==> src/rtl/otp_fuse_loader_if.sv <==
// RAM request/response bundle shared by the master-facing and RAM-facing sides
// of the fuse loader.
`ifndef BUS_WIDTH
`define BUS_WIDTH 32
`endif
`ifndef DATA_WIDTH
`define DATA_WIDTH 32
`endif

interface otp_fuse_loader_if #(
  parameter int unsigned BUS_WIDTH  = `BUS_WIDTH,
  parameter int unsigned DATA_WIDTH = `DATA_WIDTH
);
  logic [BUS_WIDTH-1:0]    raddr;
  logic                    ren;
  logic [BUS_WIDTH-1:0]    waddr;
  logic [DATA_WIDTH-1:0]   wdata;
  logic [DATA_WIDTH/8-1:0] wen;
  logic [DATA_WIDTH-1:0]   rdata;

  modport master (output raddr, ren, waddr, wdata, wen, input rdata);
  modport slave  (input raddr, ren, waddr, wdata, wen, output rdata);
endinterface

==> src/rtl/otp_fuse_loader.sv <==
// Boot-time OTP fuse shadow loader: copies NUM_WORDS fuse words from RAM into
// shadow registers, then hands the RAM to the master with the fuse window write-protected.
`ifndef BUS_WIDTH
`define BUS_WIDTH 32
`endif
`ifndef DATA_WIDTH
`define DATA_WIDTH 32
`endif

module otp_fuse_loader #(
  parameter int unsigned BUS_WIDTH   = `BUS_WIDTH,
  parameter int unsigned DATA_WIDTH  = `DATA_WIDTH,
  parameter int unsigned NUM_WORDS   = 4,
  parameter int unsigned BASE_ADDR   = 'h10,
  parameter int unsigned ADDR_STRIDE = 4,
  parameter int unsigned RD_LAT      = 1
) (
  input  logic                            clk,
  input  logic                            reset,
  otp_fuse_loader_if.slave                m_ram,
  otp_fuse_loader_if.master               s_ram,
  output logic [NUM_WORDS*DATA_WIDTH-1:0] fuse_data,
  output logic                            load_done,
  output logic                            m_busy,
  output logic                            wr_blocked,
  output logic                            secure_debug_disable
);

  localparam int unsigned         IDX_W     = (NUM_WORDS > 1) ? $clog2(NUM_WORDS) : 1;
  localparam int unsigned         WCNT_W    = (RD_LAT > 1) ? $clog2(RD_LAT) : 1;
  localparam logic [IDX_W-1:0]    LAST_IDX  = IDX_W'(NUM_WORDS - 1);
  localparam logic [WCNT_W-1:0]   LAST_WCNT = WCNT_W'(RD_LAT - 1);
  localparam logic [BUS_WIDTH-1:0] BASE     = BUS_WIDTH'(BASE_ADDR);
  localparam logic [BUS_WIDTH-1:0] STRIDE   = BUS_WIDTH'(ADDR_STRIDE);
  localparam logic [BUS_WIDTH:0]   WIN_SIZE = (BUS_WIDTH+1)'(NUM_WORDS * ADDR_STRIDE);

  typedef enum logic [1:0] {IDLE, REQ, WAIT, DONE} state_t;

  state_t                state;
  logic [IDX_W-1:0]      idx;
  logic [WCNT_W-1:0]     wcnt;
  logic [BUS_WIDTH-1:0]  req_addr;
  logic [BUS_WIDTH-1:0]  win_off;
  logic                  in_window;
  logic                  wr_drop;

  // Offset from BASE keeps the window test correct when the window wraps the address space.
  always_comb begin
    win_off   = m_ram.waddr - BASE;
    in_window = ({1'b0, win_off} < WIN_SIZE);
    wr_drop   = (|m_ram.wen) && (m_busy || in_window);
  end

  always_ff @(posedge clk) begin
    if (reset) begin
      state      <= IDLE;
      idx        <= '0;
      wcnt       <= '0;
      req_addr   <= BASE;
      fuse_data  <= '0;
      load_done  <= 1'b0;
      m_busy     <= 1'b1;
      wr_blocked <= 1'b0;
    end else begin
      wr_blocked <= wr_drop;
      unique case (state)
        IDLE: begin
          state    <= REQ;
          idx      <= '0;
          req_addr <= BASE;
        end
        REQ: begin
          state <= WAIT;
          wcnt  <= '0;
        end
        WAIT: begin
          if (wcnt == LAST_WCNT) begin
            fuse_data[idx*DATA_WIDTH +: DATA_WIDTH] <= s_ram.rdata;
            if (idx == LAST_IDX) begin
              state     <= DONE;
              load_done <= 1'b1;
              m_busy    <= 1'b0;
            end else begin
              idx      <= idx + 1'b1;
              req_addr <= req_addr + STRIDE;
              state    <= REQ;
            end
          end else begin
            wcnt <= wcnt + 1'b1;
          end
        end
        DONE: state <= DONE;
        default: state <= IDLE;
      endcase
    end
  end

  always_comb begin
    s_ram.waddr = m_ram.waddr;
    s_ram.wdata = m_ram.wdata;
    s_ram.wen   = wr_drop ? '0 : m_ram.wen;
    if (state == DONE) begin
      s_ram.raddr = m_ram.raddr;
      s_ram.ren   = m_ram.ren;
      m_ram.rdata = s_ram.rdata;
    end else begin
      s_ram.raddr = req_addr;
      s_ram.ren   = (state == REQ);
      m_ram.rdata = '0;
    end
  end

  always_comb secure_debug_disable = fuse_data[0];

endmodule

==> src/flat_wrapper.sv <==
// flat-port wrapper written by rule: the top's interface ports become plain ports
module otp_fuse_loader_flat 
#(
  parameter int unsigned BUS_WIDTH   = `BUS_WIDTH,
  parameter int unsigned DATA_WIDTH  = `DATA_WIDTH,
  parameter int unsigned NUM_WORDS   = 4,
  parameter int unsigned BASE_ADDR   = 'h10,
  parameter int unsigned ADDR_STRIDE = 4,
  parameter int unsigned RD_LAT      = 1
)
  (clk, reset, fuse_data, load_done, m_busy, wr_blocked, secure_debug_disable, m_ram_raddr, m_ram_ren, m_ram_waddr, m_ram_wdata, m_ram_wen, m_ram_rdata, s_ram_raddr, s_ram_ren, s_ram_waddr, s_ram_wdata, s_ram_wen, s_ram_rdata);
  otp_fuse_loader_if #(.BUS_WIDTH(BUS_WIDTH), .DATA_WIDTH(DATA_WIDTH)) m_ram_i ();
  otp_fuse_loader_if #(.BUS_WIDTH(BUS_WIDTH), .DATA_WIDTH(DATA_WIDTH)) s_ram_i ();
  input  logic clk;
  input  logic reset;
  output logic [NUM_WORDS*DATA_WIDTH-1:0] fuse_data;
  output logic load_done;
  output logic m_busy;
  output logic wr_blocked;
  output logic secure_debug_disable;
  input wire logic [$bits(m_ram_i.raddr)-1:0] m_ram_raddr;
  input wire logic [$bits(m_ram_i.ren)-1:0] m_ram_ren;
  input wire logic [$bits(m_ram_i.waddr)-1:0] m_ram_waddr;
  input wire logic [$bits(m_ram_i.wdata)-1:0] m_ram_wdata;
  input wire logic [$bits(m_ram_i.wen)-1:0] m_ram_wen;
  output wire logic [$bits(m_ram_i.rdata)-1:0] m_ram_rdata;
  output wire logic [$bits(s_ram_i.raddr)-1:0] s_ram_raddr;
  output wire logic [$bits(s_ram_i.ren)-1:0] s_ram_ren;
  output wire logic [$bits(s_ram_i.waddr)-1:0] s_ram_waddr;
  output wire logic [$bits(s_ram_i.wdata)-1:0] s_ram_wdata;
  output wire logic [$bits(s_ram_i.wen)-1:0] s_ram_wen;
  input wire logic [$bits(s_ram_i.rdata)-1:0] s_ram_rdata;
  assign m_ram_i.raddr = m_ram_raddr;
  assign m_ram_i.ren = m_ram_ren;
  assign m_ram_i.waddr = m_ram_waddr;
  assign m_ram_i.wdata = m_ram_wdata;
  assign m_ram_i.wen = m_ram_wen;
  assign m_ram_rdata = m_ram_i.rdata;
  assign s_ram_raddr = s_ram_i.raddr;
  assign s_ram_ren = s_ram_i.ren;
  assign s_ram_waddr = s_ram_i.waddr;
  assign s_ram_wdata = s_ram_i.wdata;
  assign s_ram_wen = s_ram_i.wen;
  assign s_ram_i.rdata = s_ram_rdata;
  otp_fuse_loader #(.BUS_WIDTH(BUS_WIDTH), .DATA_WIDTH(DATA_WIDTH), .NUM_WORDS(NUM_WORDS), .BASE_ADDR(BASE_ADDR), .ADDR_STRIDE(ADDR_STRIDE), .RD_LAT(RD_LAT)) u_core (.clk(clk), .reset(reset), .m_ram(m_ram_i), .s_ram(s_ram_i), .fuse_data(fuse_data), .load_done(load_done), .m_busy(m_busy), .wr_blocked(wr_blocked), .secure_debug_disable(secure_debug_disable));
endmodule
==> config.mk <==
export PLATFORM = sky130hd
export DESIGN_NAME = otp_fuse_loader_flat
export DESIGN_NICKNAME = d
export VERILOG_FILES = /design/src/rtl/otp_fuse_loader_if.sv /design/src/rtl/otp_fuse_loader.sv /design/src/flat_wrapper.sv
export SDC_FILE = /design/constraint.sdc
export NUM_CORES = 1
export LEC_CHECK = 0
export CAP_MARGIN = 20
export CORE_MARGIN = 10
export CORE_UTILIZATION = 35
export CTS_CLUSTER_SIZE = 24
export DETAILED_ROUTE_END_ITERATION = 6
export GPL_TIMING_DRIVEN = 1
export PLACE_DENSITY_LB_ADDON = 0.1
export SLEW_MARGIN = 5
export SYNTH_ARGS = -nofsm -noshare
export SYNTH_HDL_FRONTEND = slang
export SYNTH_SLANG_ARGS = --single-unit
==> constraint.sdc <==
create_clock -name clk -period 2.5 [get_ports clk]
set_input_delay 0.5 -clock clk [delete_from_list [all_inputs] [get_ports clk]]
set_output_delay 0.5 -clock clk [all_outputs]
set_load 0.02 [all_outputs]
==> qor.csv <==
stage,metric,value,unit
detailed_routing,dr_total_vias,7060,
pwr,p_per_area,531,nW/um^2
sta,worst_clock_skew,11.7,ps
yosys,async_flop_share,0,%
worst_setup_path,setup.worst_path.class,primary input to output port,
detailed_routing,viasPerCell,5.07,
clock_network,numCtsBuffers,17,
sta,setup_viol,4,
floorplan,start_util,35.6,%
detailed_routing,drt_iter0_drc,433,
yosys,syn_area_per_cell,9.01,um^2
sta,setup_slack,-183,ps
sta,tns,-702,ps
sta,rsz0062_at_grt,yes,
clock_network,cts_root_buffer,clkbuf_16,
floorplan,core,20200,um^2
yosys,netlist_top_cells_count,"165 x dfxtp_1, 160 x nor2_1, 130 x a22oi_1",
yosys,syn_area,7200,um^2
final_layout,drive_gt1_share,16.9,%
detailed_routing,postRouteAntennaNets,0,
global_routing,grtUsageTotal,20.3,%
floorplan,die_area,26700,um^2
yosys,ys.warnings.count,0,
run_status,violations,setup timing,
placement,io_buffer_count,327,
placement,dp_hpwl,20700,um
sta,period_needed,2680,ps
final_layout,finalCoreUtilization,56.7,%
clock_network,clockBufferDepth,2,
clock_network,clkTransAtPathRegs,60,ps
clock_network,numClockSinks,165,
sta,tightest_slew,737,ps
yosys,synth_seq_cells,165,
clock_network,clk_latency,430,ps
worst_setup_path,worstSetupStartpointType,primary input,
placement,placed_area,10800,um^2
global_routing,antenna_found_initial,1,
final_layout,design_area,11500,um^2
yosys,synth_largest_area_cell,dfxtp_1,
sta,timing.slew.headroom,50.9,%
yosys,synth_cell_type_count,37,
worst_hold_path,worstHoldPathType,register to register,
worst_setup_path,cp-end-kind,output port,
placement,routabilityCongestion,0.887,
floorplan,fp.dieH,163,um
sta,drv_slew,0,
placement,place_ws,-1050,ps
global_routing,grt_pass1_wl,42800,um
yosys,syn_inst,799,
yosys,synth-edff-count,0,
pwr,irDropWorstVdd,0.537,mV
sta,fin_crit_sh,107,%
sta,fmax,373,MHz
yosys,netlist_top_cells_area,"dfxtp_1 46%, a22oi_1 14%, nor2_1 8.3%",
final_layout,nets,1250,
detailed_routing,wl_per_cell,20.2,um
yosys,syn_nets,941,
job,cap_violations,0,
worst_setup_path,cp.arrival,2180,ps
sta,hold_violations,0,
clock_network,htreeDepth,4,
worst_setup_path,cp_max_fo,3,
final_layout,syn2layout_area_growth,59.4,%
worst_setup_path,crit_required,2000,ps
detailed_routing,wirelength,28200,um
detailed_routing,drc,0,
pwr,leakagePower,4.55,nW
global_routing,grt_start_max_net_pins,71,
clock_network,hold_buffers,0,
floorplan,rows,52,
run_status,status,"complete, but fails checks",
worst_setup_path,worstPathCellList,clkdlybuf4s50_1 -> nor4b_2 -> and3_1 -> nand3_2 -> a211oi_4 -> buf_6 -> nor3b_1 -> buf_4,
clock_network,cts_tree,built,
floorplan,boundaryPins,400,
yosys,synth-seq-area-share,45.9,%
yosys,synth_top_cell_area_share,45.9,%
pwr,power,6.09,mW
yosys,synth_flop_cell,dfxtp_1,
floorplan,die_x,163,um
worst_setup_path,critPathMaxStageDelay,470,ps
detailed_routing,first_pass_iters,5,
global_routing,first_global_vias,7117,
global_routing,gr-total-overflow,0,
worst_setup_path,slowest_stage,clkdlybuf4s50_1,
yosys,synth_most_common_cell,dfxtp_1,
## cell usage in the layout, fill, tap and decap left out, drive strengths merged, types with 3 or more instances in the layout
cell type | Yosys | routed
clkbuf | 57 | 20
o21ai | 3 | 3
o211ai | 7 | 7
nand2 | 21 | 21
or4 | 8 | 8
dfxtp | 165 | 165
nor3 | 5 | 5
nand4 | 8 | 8
ha | 7 | 7
mux2 | 31 | 31
nor3b | 4 | 4
clkdlybuf4s50 | 0 | 267
nor4 | 15 | 15
xor2 | 7 | 7
inv | 6 | 17
and3 | 40 | 40
dlygate4sd2 | 0 | 39
nand3 | 11 | 11
a22oi | 130 | 130
a21oi | 6 | 6
nor4b | 5 | 5
clkdlybuf4s15 | 0 | 3
nor2 | 160 | 160
nor2b | 3 | 3
and4 | 4 | 4
xnor2 | 14 | 14
buf | 66 | 100
## per-stage QoR
| step | std cells | hold slack, ps |
|---|---|---|
| 6_report | 1392 | 504 |
| 3_3_place_gp | 1358 | 486 |
| 4_1_cts | 1390 | 509 |
| 3_5_place_dp | 1358 | 497 |
| 5_1_grt | 1391 | 524 |
| 2_1_floorplan | 799 | 463 |
## flip-flops by register name, summed over array words and instances (netlist names)
name / cells
u_core.state: 2
u_core.m_busy: 1
u_core.fuse_data: 128
u_core.req_addr: 30
u_core.wr_blocked: 1
u_core.load_done: 1
u_core.idx: 2
## where the power goes
group,switching (mW),internal [mW]
registers,0.0194,2.65
logic,0.358,0.352
clock network,1.24,1.47
## cell type report
class                      count  area, um^2
antenna                        1        2.50
tap                          270         338
fill                        1894        8760
clock inverter                14         174
inverter                       6        22.5
multi-input combinational    505        3320
sequential                   165        3310
timing repair buffer         413        3880
clock buffer                  18         439
## final timing paths
| check | startpoint | to | slack, ps | cells past startpoint |
|---|---|---|---|---|
| setup / recovery | m_ram_waddr[28] | s_ram_wen[2] | -180 | 8 |
| hold / removal | u_core.req_addr[31]$_SDFFE_PP0P_ | u_core.req_addr[31]$_SDFFE_PP0P_ | 500 | 2 |
| setup reg to reg | u_core.req_addr[21]$_SDFFE_PP0P_ | u_core.req_addr[31]$_SDFFE_PP0P_ | 130 | 5 |
| hold reg to reg | u_core.req_addr[31]$_SDFFE_PP0P_ | u_core.req_addr[31]$_SDFFE_PP0P_ | 500 | 2 |
## per-layer routing
metal / vias to the layer above / share of wire, % / global-route usage, %
met2: 277 / 48 / 33.9
met3: 29 / 9.8 / 8.56
met1: 3347 / 40 / 23.1
li1: 3407 / - / -
met5: - / 0 / 0
met4: 0 / 1.5 / 5.78
## critical path: cells and delay by family
kind | cells | cell delay, ps
AOI/OAI and AO/OA | 1 | 220
and+or+nand+nor | 4 | 670
buffers and inverters | 3 | 790
## cells by family after synthesis
family | synth area share [%]
multiplexers | 4.85
flip-flops | 45.9
AO/OA/AOI/OAI | 15.7
XOR/XNOR | 2.55
buffers and inverters | 10.1
AND/OR/NAND/NOR | 19.7
adder cells (fa/ha/maj) | 1.22
## what timing repair did
| action | 4_1_cts | 5_1_grt |
|---|---|---|
| resized for setup | 127 | 13 |
| endpoints found under the setup margin | 69 | 11 |
| hold endpoints to repair | 0 | 0 |
| pin swaps | 15 | 7 |
| setup buffers | 0 | 2 |
Power figures use the tool's default switching activity.
